File: src/rtl/cla_pkg.sv
// Shared constants and elaboration-time helpers for the pipelined carry-lookahead adder.
//   GROUP_W     : bits per leaf group (lookahead fan-in), fixed at 4.
//   num_groups  : number of 4-bit leaf groups for a given data width.
//   cla_levels  : lookahead tree depth above the leaf row, ceil(log4(num_groups)).
//   pow4        : 4**e, used to size the rows of the padded lookahead tree.
package cla_pkg;

    localparam int unsigned GROUP_W = 4;

    function automatic int unsigned num_groups(input int unsigned data_w);
        return data_w / GROUP_W;
    endfunction

    function automatic int unsigned cla_levels(input int unsigned data_w);
        int unsigned n;
        int unsigned lv;
        n  = 1;
        lv = 0;
        while (n < num_groups(data_w)) begin
            n  = n * 4;
            lv = lv + 1;
        end
        return lv;
    endfunction

    function automatic int unsigned pow4(input int unsigned e);
        int unsigned r;
        r = 1;
        for (int unsigned i = 0; i < e; i++) begin
            r = r * 4;
        end
        return r;
    endfunction

endpackage

File: src/rtl/cla_lcu4.sv
// 4-input carry-lookahead unit, one node of the lookahead tree (purely combinational).
//   p, g   : propagate/generate of the four children (bit or subgroup level)
//   c_in   : carry into child 0
//   carry  : carries into children 1..3
//   g_out  : group generate  g3 | g2p3 | g1p2p3 | g0p1p2p3
//   p_out  : group propagate (AND of all p)
module cla_lcu4
    import cla_pkg::*;
(
    input  logic [GROUP_W-1:0] p,
    input  logic [GROUP_W-1:0] g,
    input  logic               c_in,
    output logic [GROUP_W-2:0] carry,
    output logic               g_out,
    output logic               p_out
);

    always_comb begin
        carry[0] = g[0] | (p[0] & c_in);
        carry[1] = g[1] | (p[1] & g[0]) | (p[1] & p[0] & c_in);
        carry[2] = g[2] | (p[2] & g[1]) | (p[2] & p[1] & g[0]) | (p[2] & p[1] & p[0] & c_in);
        g_out    = g[3] | (p[3] & g[2]) | (p[3] & p[2] & g[1]) | (p[3] & p[2] & p[1] & g[0]);
        p_out    = &p;
    end

endmodule

File: src/rtl/cla_pipe_adder.sv
// Two-stage pipelined carry-lookahead adder/subtractor with valid/ready handshake.
//   clk, rst_n          : rising-edge clock, synchronous active-low reset
//   in_valid, in_ready  : operand handshake (in_ready = ~stall)
//   a, b, cin, sub      : operands; sub=1 computes a-b (cin ignored), else a+b+cin
//   out_valid, out_ready: result handshake
//   sum, cout, ovf      : result mod 2^DATA_W, carry out (no-borrow for sub), signed overflow
// Stage 1 registers bitwise propagate and the full bit-carry vector from the lookahead tree;
// stage 2 registers the final sum and flags.
module cla_pipe_adder
    import cla_pkg::*;
#(
    parameter int unsigned DATA_W     = 64,
    parameter int unsigned GROUP_W    = 4,
    parameter bit          SIGNED_OVF = 1'b1
) (
    input  logic              clk,
    input  logic              rst_n,
    input  logic              in_valid,
    output logic              in_ready,
    input  logic [DATA_W-1:0] a,
    input  logic [DATA_W-1:0] b,
    input  logic              cin,
    input  logic              sub,
    output logic              out_valid,
    input  logic              out_ready,
    output logic [DATA_W-1:0] sum,
    output logic              cout,
    output logic              ovf
);

    localparam int unsigned LEVELS = cla_levels(DATA_W);

    if (GROUP_W != cla_pkg::GROUP_W) begin : g_bad_group
        $error("cla_pipe_adder: GROUP_W must be 4");
    end
    if ((DATA_W % 4 != 0) || (DATA_W < 4) || (DATA_W > 256)) begin : g_bad_width
        $error("cla_pipe_adder: DATA_W must be a multiple of 4 in 4..256");
    end

    // ---------------------------------------------------------------- handshake
    logic stall;
    logic out_valid_q;

    assign stall    = out_valid_q & ~out_ready;
    assign in_ready = ~stall;

    // ---------------------------------------------------------------- stage 1 comb
    logic [DATA_W-1:0] b_eff;
    logic              c0;
    logic [DATA_W-1:0] p_bit;
    logic [DATA_W-1:0] g_bit;
    logic [DATA_W:0]   c_bit;

    always_comb begin
        b_eff = sub ? ~b : b;
        c0    = sub ? 1'b1 : cin;
        p_bit = a ^ b_eff;
        g_bit = a & b_eff;
    end

    // Row r holds 4**(LEVELS-r) lookahead nodes; row 0 works on bits, the single node of
    // row LEVELS is the root. The tree is padded to a full 4-ary shape: bits above DATA_W
    // get p=1, g=0, so they pass the carry through unchanged and the root carry-out
    // equals the carry out of bit DATA_W-1.
    for (genvar r = 0; r <= LEVELS; r++) begin : g_row
        localparam int unsigned NODES = pow4(LEVELS - r);

        logic [4*NODES-1:0] p_in;
        logic [4*NODES-1:0] g_in;
        logic [4*NODES-1:0] c_lane;  // carry into each child of this row
        logic [NODES-1:0]   p_node;
        logic [NODES-1:0]   g_node;
        logic [NODES-1:0]   c_node;  // carry into each node of this row

        if (r == 0) begin : g_leaf
            always_comb begin
                p_in               = '1;
                g_in               = '0;
                p_in[DATA_W-1:0]   = p_bit;
                g_in[DATA_W-1:0]   = g_bit;
            end
        end else begin : g_inner
            assign p_in = g_row[r-1].p_node;
            assign g_in = g_row[r-1].g_node;
        end

        if (r == LEVELS) begin : g_root
            assign c_node = c0;
        end else begin : g_child
            assign c_node = g_row[r+1].c_lane;
        end

        for (genvar k = 0; k < NODES; k++) begin : g_lcu
            assign c_lane[4*k] = c_node[k];

            cla_lcu4 u_lcu (
                .p     (p_in[4*k +: 4]),
                .g     (g_in[4*k +: 4]),
                .c_in  (c_node[k]),
                .carry (c_lane[4*k+1 +: 3]),
                .g_out (g_node[k]),
                .p_out (p_node[k])
            );
        end
    end

    assign c_bit[DATA_W-1:0] = g_row[0].c_lane[DATA_W-1:0];
    assign c_bit[DATA_W]     = g_row[LEVELS].g_node[0] | (g_row[LEVELS].p_node[0] & c0);

    // ---------------------------------------------------------------- stage 1 regs
    logic              v1_q;
    logic [DATA_W-1:0] p_q;
    logic [DATA_W:0]   c_q;

    // ---------------------------------------------------------------- stage 2 comb
    logic [DATA_W-1:0] sum_d;
    logic              cout_d;
    logic              ovf_d;

    always_comb begin
        sum_d  = p_q ^ c_q[DATA_W-1:0];
        cout_d = c_q[DATA_W];
    end

    if (SIGNED_OVF) begin : g_ovf
        assign ovf_d = c_q[DATA_W] ^ c_q[DATA_W-1];
    end else begin : g_no_ovf
        assign ovf_d = 1'b0;
    end

    // ---------------------------------------------------------------- stage 2 regs
    logic [DATA_W-1:0] sum_q;
    logic              cout_q;
    logic              ovf_q;

    // Data registers load only alongside a valid token so X operands on bubbles never
    // reach the outputs.
    always_ff @(posedge clk) begin
        if (!rst_n) begin
            v1_q        <= 1'b0;
            p_q         <= '0;
            c_q         <= '0;
            out_valid_q <= 1'b0;
            sum_q       <= '0;
            cout_q      <= 1'b0;
            ovf_q       <= 1'b0;
        end else if (!stall) begin
            v1_q        <= in_valid;
            out_valid_q <= v1_q;
            if (in_valid) begin
                p_q <= p_bit;
                c_q <= c_bit;
            end
            if (v1_q) begin
                sum_q  <= sum_d;
                cout_q <= cout_d;
                ovf_q  <= ovf_d;
            end
        end
    end

    assign out_valid = out_valid_q;
    assign sum       = sum_q;
    assign cout      = cout_q;
    assign ovf       = ovf_q;

endmodule

File: config.mk
export PLATFORM = sky130hd
export DESIGN_NAME = cla_pipe_adder
export DESIGN_NICKNAME = d
export VERILOG_FILES = /design/src/rtl/cla_pkg.sv /design/src/rtl/cla_lcu4.sv /design/src/rtl/cla_pipe_adder.sv
export SDC_FILE = /design/constraint.sdc
export NUM_CORES = 1
export LEC_CHECK = 0
export CAP_MARGIN = 5
export CORE_UTILIZATION = 50
export CTS_BUF_LIST = sky130_fd_sc_hd__clkbuf_4 sky130_fd_sc_hd__clkbuf_8
export CTS_CLUSTER_SIZE = 40
export DETAILED_ROUTE_END_ITERATION = 10
export GPL_ROUTABILITY_DRIVEN = 0
export PLACE_DENSITY = 0.9
export RECOVER_POWER = 100
export SLEW_MARGIN = 20
export SYNTH_ARGS = -nofsm -noshare
export SYNTH_HDL_FRONTEND = slang
export SYNTH_SLANG_ARGS = --single-unit
File: constraint.sdc
create_clock -name clk -period 5.1 [get_ports clk]
set_clock_uncertainty 0.15 [all_clocks]
set_input_delay 0.765 -clock clk [delete_from_list [all_inputs] [get_ports clk]]
set_output_delay 0.765 -clock clk [all_outputs]
set_load 0.005 [all_outputs]
==> summary.md <==
| Metric | Value |
|---|---|
| Status | `finished with violations` |
| Failing checks | `max-capacitance violations, max-slew violations` |
| Layout net count | `between 1,500 and 2,000` |
| Post-synth ARST share | `0%` |
| Final hold viol count | `0` |
| Hold path start | `p_q[9]` |
| Cell Rows | `50` |
| Yosys top cell area share | `40.9%` |
| Global-route wire length before repair | `39.3 mm` |
| Unrepaired setup endpoints after global routing | `no` |
| Die X-Extent | `141 um` |
| Initial cell density of the core | `51.3%` |
| Register area share after synthesis | `40.9%` |
| Layout cells sized above 1 | `between 4 and 5%` |
| DIE AREA | `about 20,000 um^2` |
| Final WL | `24.1 mm` |
| Hold Path Class | `flip-flop to flip-flop` |
| Syn Nets | `1,347` |
| MaxCap Viol Count | `3` |
| Total negative slack | `0 ps` |
| Crit path required time | `between 5000 and 6000 ps` |
| Initial drt markers | `approximately 530` |
| Total track usage | `approximately a quarter` |
| Longest Clk Path Bufs | `2` |
| Number of buffers created by CTS | `17` |
| Cell taking the most area after synthesis | `dfxtp_1` |
| Core Area | `around 19,000 um^2` |
| Postcts setup bufs | `0` |
| Leakage | `just under 5 nW` |
| Vias in the first global route | `approximately 8,200` |
| Antenna-violating nets left | `0` |
| Main synth FF type | `dfxtp_1` |
| Vias | `around 8,600` |
| R2r setup slk | `1290 ps` |
| Hold-fix buffers, CTS | `0` |
| EDFF count, synth | `0` |
| Buffers on Ports | `201` |
| Power Dens Cells | `between 200 and 300 nW/um^2` |
| YS warnings | `0` |
| Critical path peak fanout | `just under 80` |
| Largest net degree at the start of global routing | `between 100 and 150` |
| FF+latch count, synth | `between 150 and 200` |
| CTS tree | `done` |
| Reg2Reg Depth | `6` |
| RR Endpoint | `sum[30]` |
| Antenna cells | `0` |
| Arr. time, crit path | `roughly 4500 ps` |
| Worst r2r src | `out_valid` |
| Resize count post-CTS | `0` |
| Worst rel slew slack | `-91.0%` |
| Initial antenna violation count | `0` |
| Least-Margin Pin Slew | `~2900 ps` |
| Total power | `0.00365 W` |
| Synth-to-layout area growth | `26.0%` |
| Syn Inst Count | `roughly 1,100` |
| Final setup fails | `0` |
| WHS Endpoint | `p_q[9]` |
| DRC | `0` |
| DRT Pass-1 Iters | `5` |
| GR Overflow Total | `0` |
| Crit start category | `primary input` |
| CTS root buffer | `clkbuf_8` |
| Crit path kind | `primary input to flip-flop` |
| Clk sinks | `between 150 and 200` |
| Post-DR wirelength/cell | `15.3 um` |
| Period utilization | `between 80% and 90%` |
| Synth cell types | `between 50 and 60` |
| Register clock-pin slew on the reported worst setup and hold paths | `~100 ps` |
| Max Fclk | `approximately 240 MHz` |
| Worst hold path depth | `2` |
| Peak supply drop | `0.158 mV` |
| Die height | `141 um` |
| Worst-Skew Late Latency | `~470 ps` |
| Post-layout minimum cycle time | `about 4200 ps` |
| I/O Pins | `a little over 200` |
| CTS H-Tree Depth | `4` |
| Max Slew Vio Count | `roughly 240` |
| Syn Std Cell Area | `a little under 10,000 um^2` |
| DR vias/cell | `roughly 5.4` |
| HPWL after DPL | `around 17 mm` |
| Syn_area_per_cell | `around 8.4 um^2` |
| Largest cells by area after synthesis | `dfxtp_1 41%, ha_1 8.3%, a21oi_1 7.3%` |
| Critical Path End Type | `flip-flop` |
## worst max-delay path: stages
cell	delay [ps]
dlygate4sd3_1	540
nor2b_1	190
inv_1	120
nand2_1	1990
buf_4	580
nor2_1	60
o21ai_0	80
o211a_1	160
## flip-flops by register name, indices dropped and copies added (netlist names)
signal,flops
cout,1
p_q,64
c_q,65
sum,64
v1_q,1
ovf,1
out_valid,1
## logic make-up (layout without fill, tap and decap cells)
| family | Yosys count | count (layout) | share of synthesized area, % |
|---|---|---|---|
| fa+ha+maj | 64 | 64 | 8.29 |
| simple gates | 356 | 356 | 15.3 |
| buf+inv | 84 | 254 | 3.27 |
| compound gates | 317 | 317 | 20.4 |
| flops | 197 | 197 | 40.9 |
| xor+xnor | 129 | 129 | 11.7 |
| mux | 2 | 2 | 0.207 |
## Yosys cell counts (all sizes together) (3+ instances only)
cell type / number
nand3: 4
nor3: 23
clkbuf: 57
o211ai: 4
dfxtp: 197
ha: 64
a31oi: 3
a21oi: 143
o21ai: 49
xnor2: 65
nor2: 131
nand2: 168
inv: 11
nand4: 8
a211oi: 78
xor2: 64
buf: 15
nor2b: 3
o21bai: 6
a21o: 17
and4: 3
and2: 6
## area by class of cell
type | count | area [um^2]
Timing Repair Buffer | 210 | 2120
Sequential cell | 197 | 3940
Multi-Input combinational cell | 868 | 5370
Clock buffer | 17 | 234
Clock inverter | 15 | 134
Tap cell | 260 | 325
Inverter | 12 | 45.0
Fill cell | 1498 | 6660
## power breakdown
group | internal, W | leakage (nW) | switching, W | total, W
Sequential | 0.00167 | 1.63 | 0.0000862 | 0.00176
Combinational | 0.000452 | 3.05 | 0.000478 | 0.000930
Clock | 0.000360 | 0.193 | 0.000596 | 0.000956
Total | 0.00249 | 4.87 | 0.00116 | 0.00365
## routing by layer
layer | track usage, % | part of all wire (%) | vias up | routed length, um
met5 | 0 | 0 | - | 0
met4 | 8.64 | 2.0 | 0 | 484
met3 | 4.52 | 6.0 | 43 | 1440
met2 | 41.9 | 49 | 295 | 11800
met1 | 31.2 | 43 | 3943 | 10500
li1 | - | - | 4290 | -
## worst max path at each step
| stage | start | to | slack [ps] | cells past startpoint |
|---|---|---|---|---|
| 2_1_floorplan | sub | c_q[47] | 980 | 13 |
| 3_3_place_gp | sub | c_q[64] | 910 | 12 |
| 3_5_place_dp | sub | c_q[64] | 790 | 13 |
| 4_1_cts | sub | c_q[64] | 1270 | 13 |
| 5_1_grt | out_ready | sum[30] | 550 | 7 |
| 6_report | out_ready | c_q[23] | 870 | 8 |
## placed cells by master, fill, tap and decap left out, types with 3 or more instances in the layout
master             n
o21ai_0           45
o21ai_1            4
buf_4              6
dlygate4sd3_1     70
inv_6              5
nor2b_1            3
inv_1             12
o211ai_1           4
clkdlybuf4s50_1  130
nor3_1            23
a21o_1            17
a31oi_1            3
nor2_1           131
dfxtp_1          197
and2_1             3
inv_8              4
nand4_1            7
a211oi_1          78
xnor2_1           65
nand3_1            4
nand2_1          167
clkbuf_8          17
clkinv_4           4
a21oi_1          142
o21bai_1           6
xor2_1            64
ha_1              64
## per-stage QoR
| stage | setup WS (ps) | cell area [um^2] | hold slack [ps] | std cells | util, % |
|---|---|---|---|---|---|
| finish | 869 | 12200 | 322 | 1579 | 64.6 |
| global route | 554 | 12200 | 341 | 1579 | 64.6 |
| CTS | 1270 | 12200 | 324 | 1578 | 64.7 |
| detailed placement | 790 | 11800 | 310 | 1546 | 62.8 |
| global placement | 909 | 11800 | 305 | 1546 | 62.8 |
| floorplan | 982 | 9650 | 295 | 1149 | - |
Power figures use the tool's default switching activity.
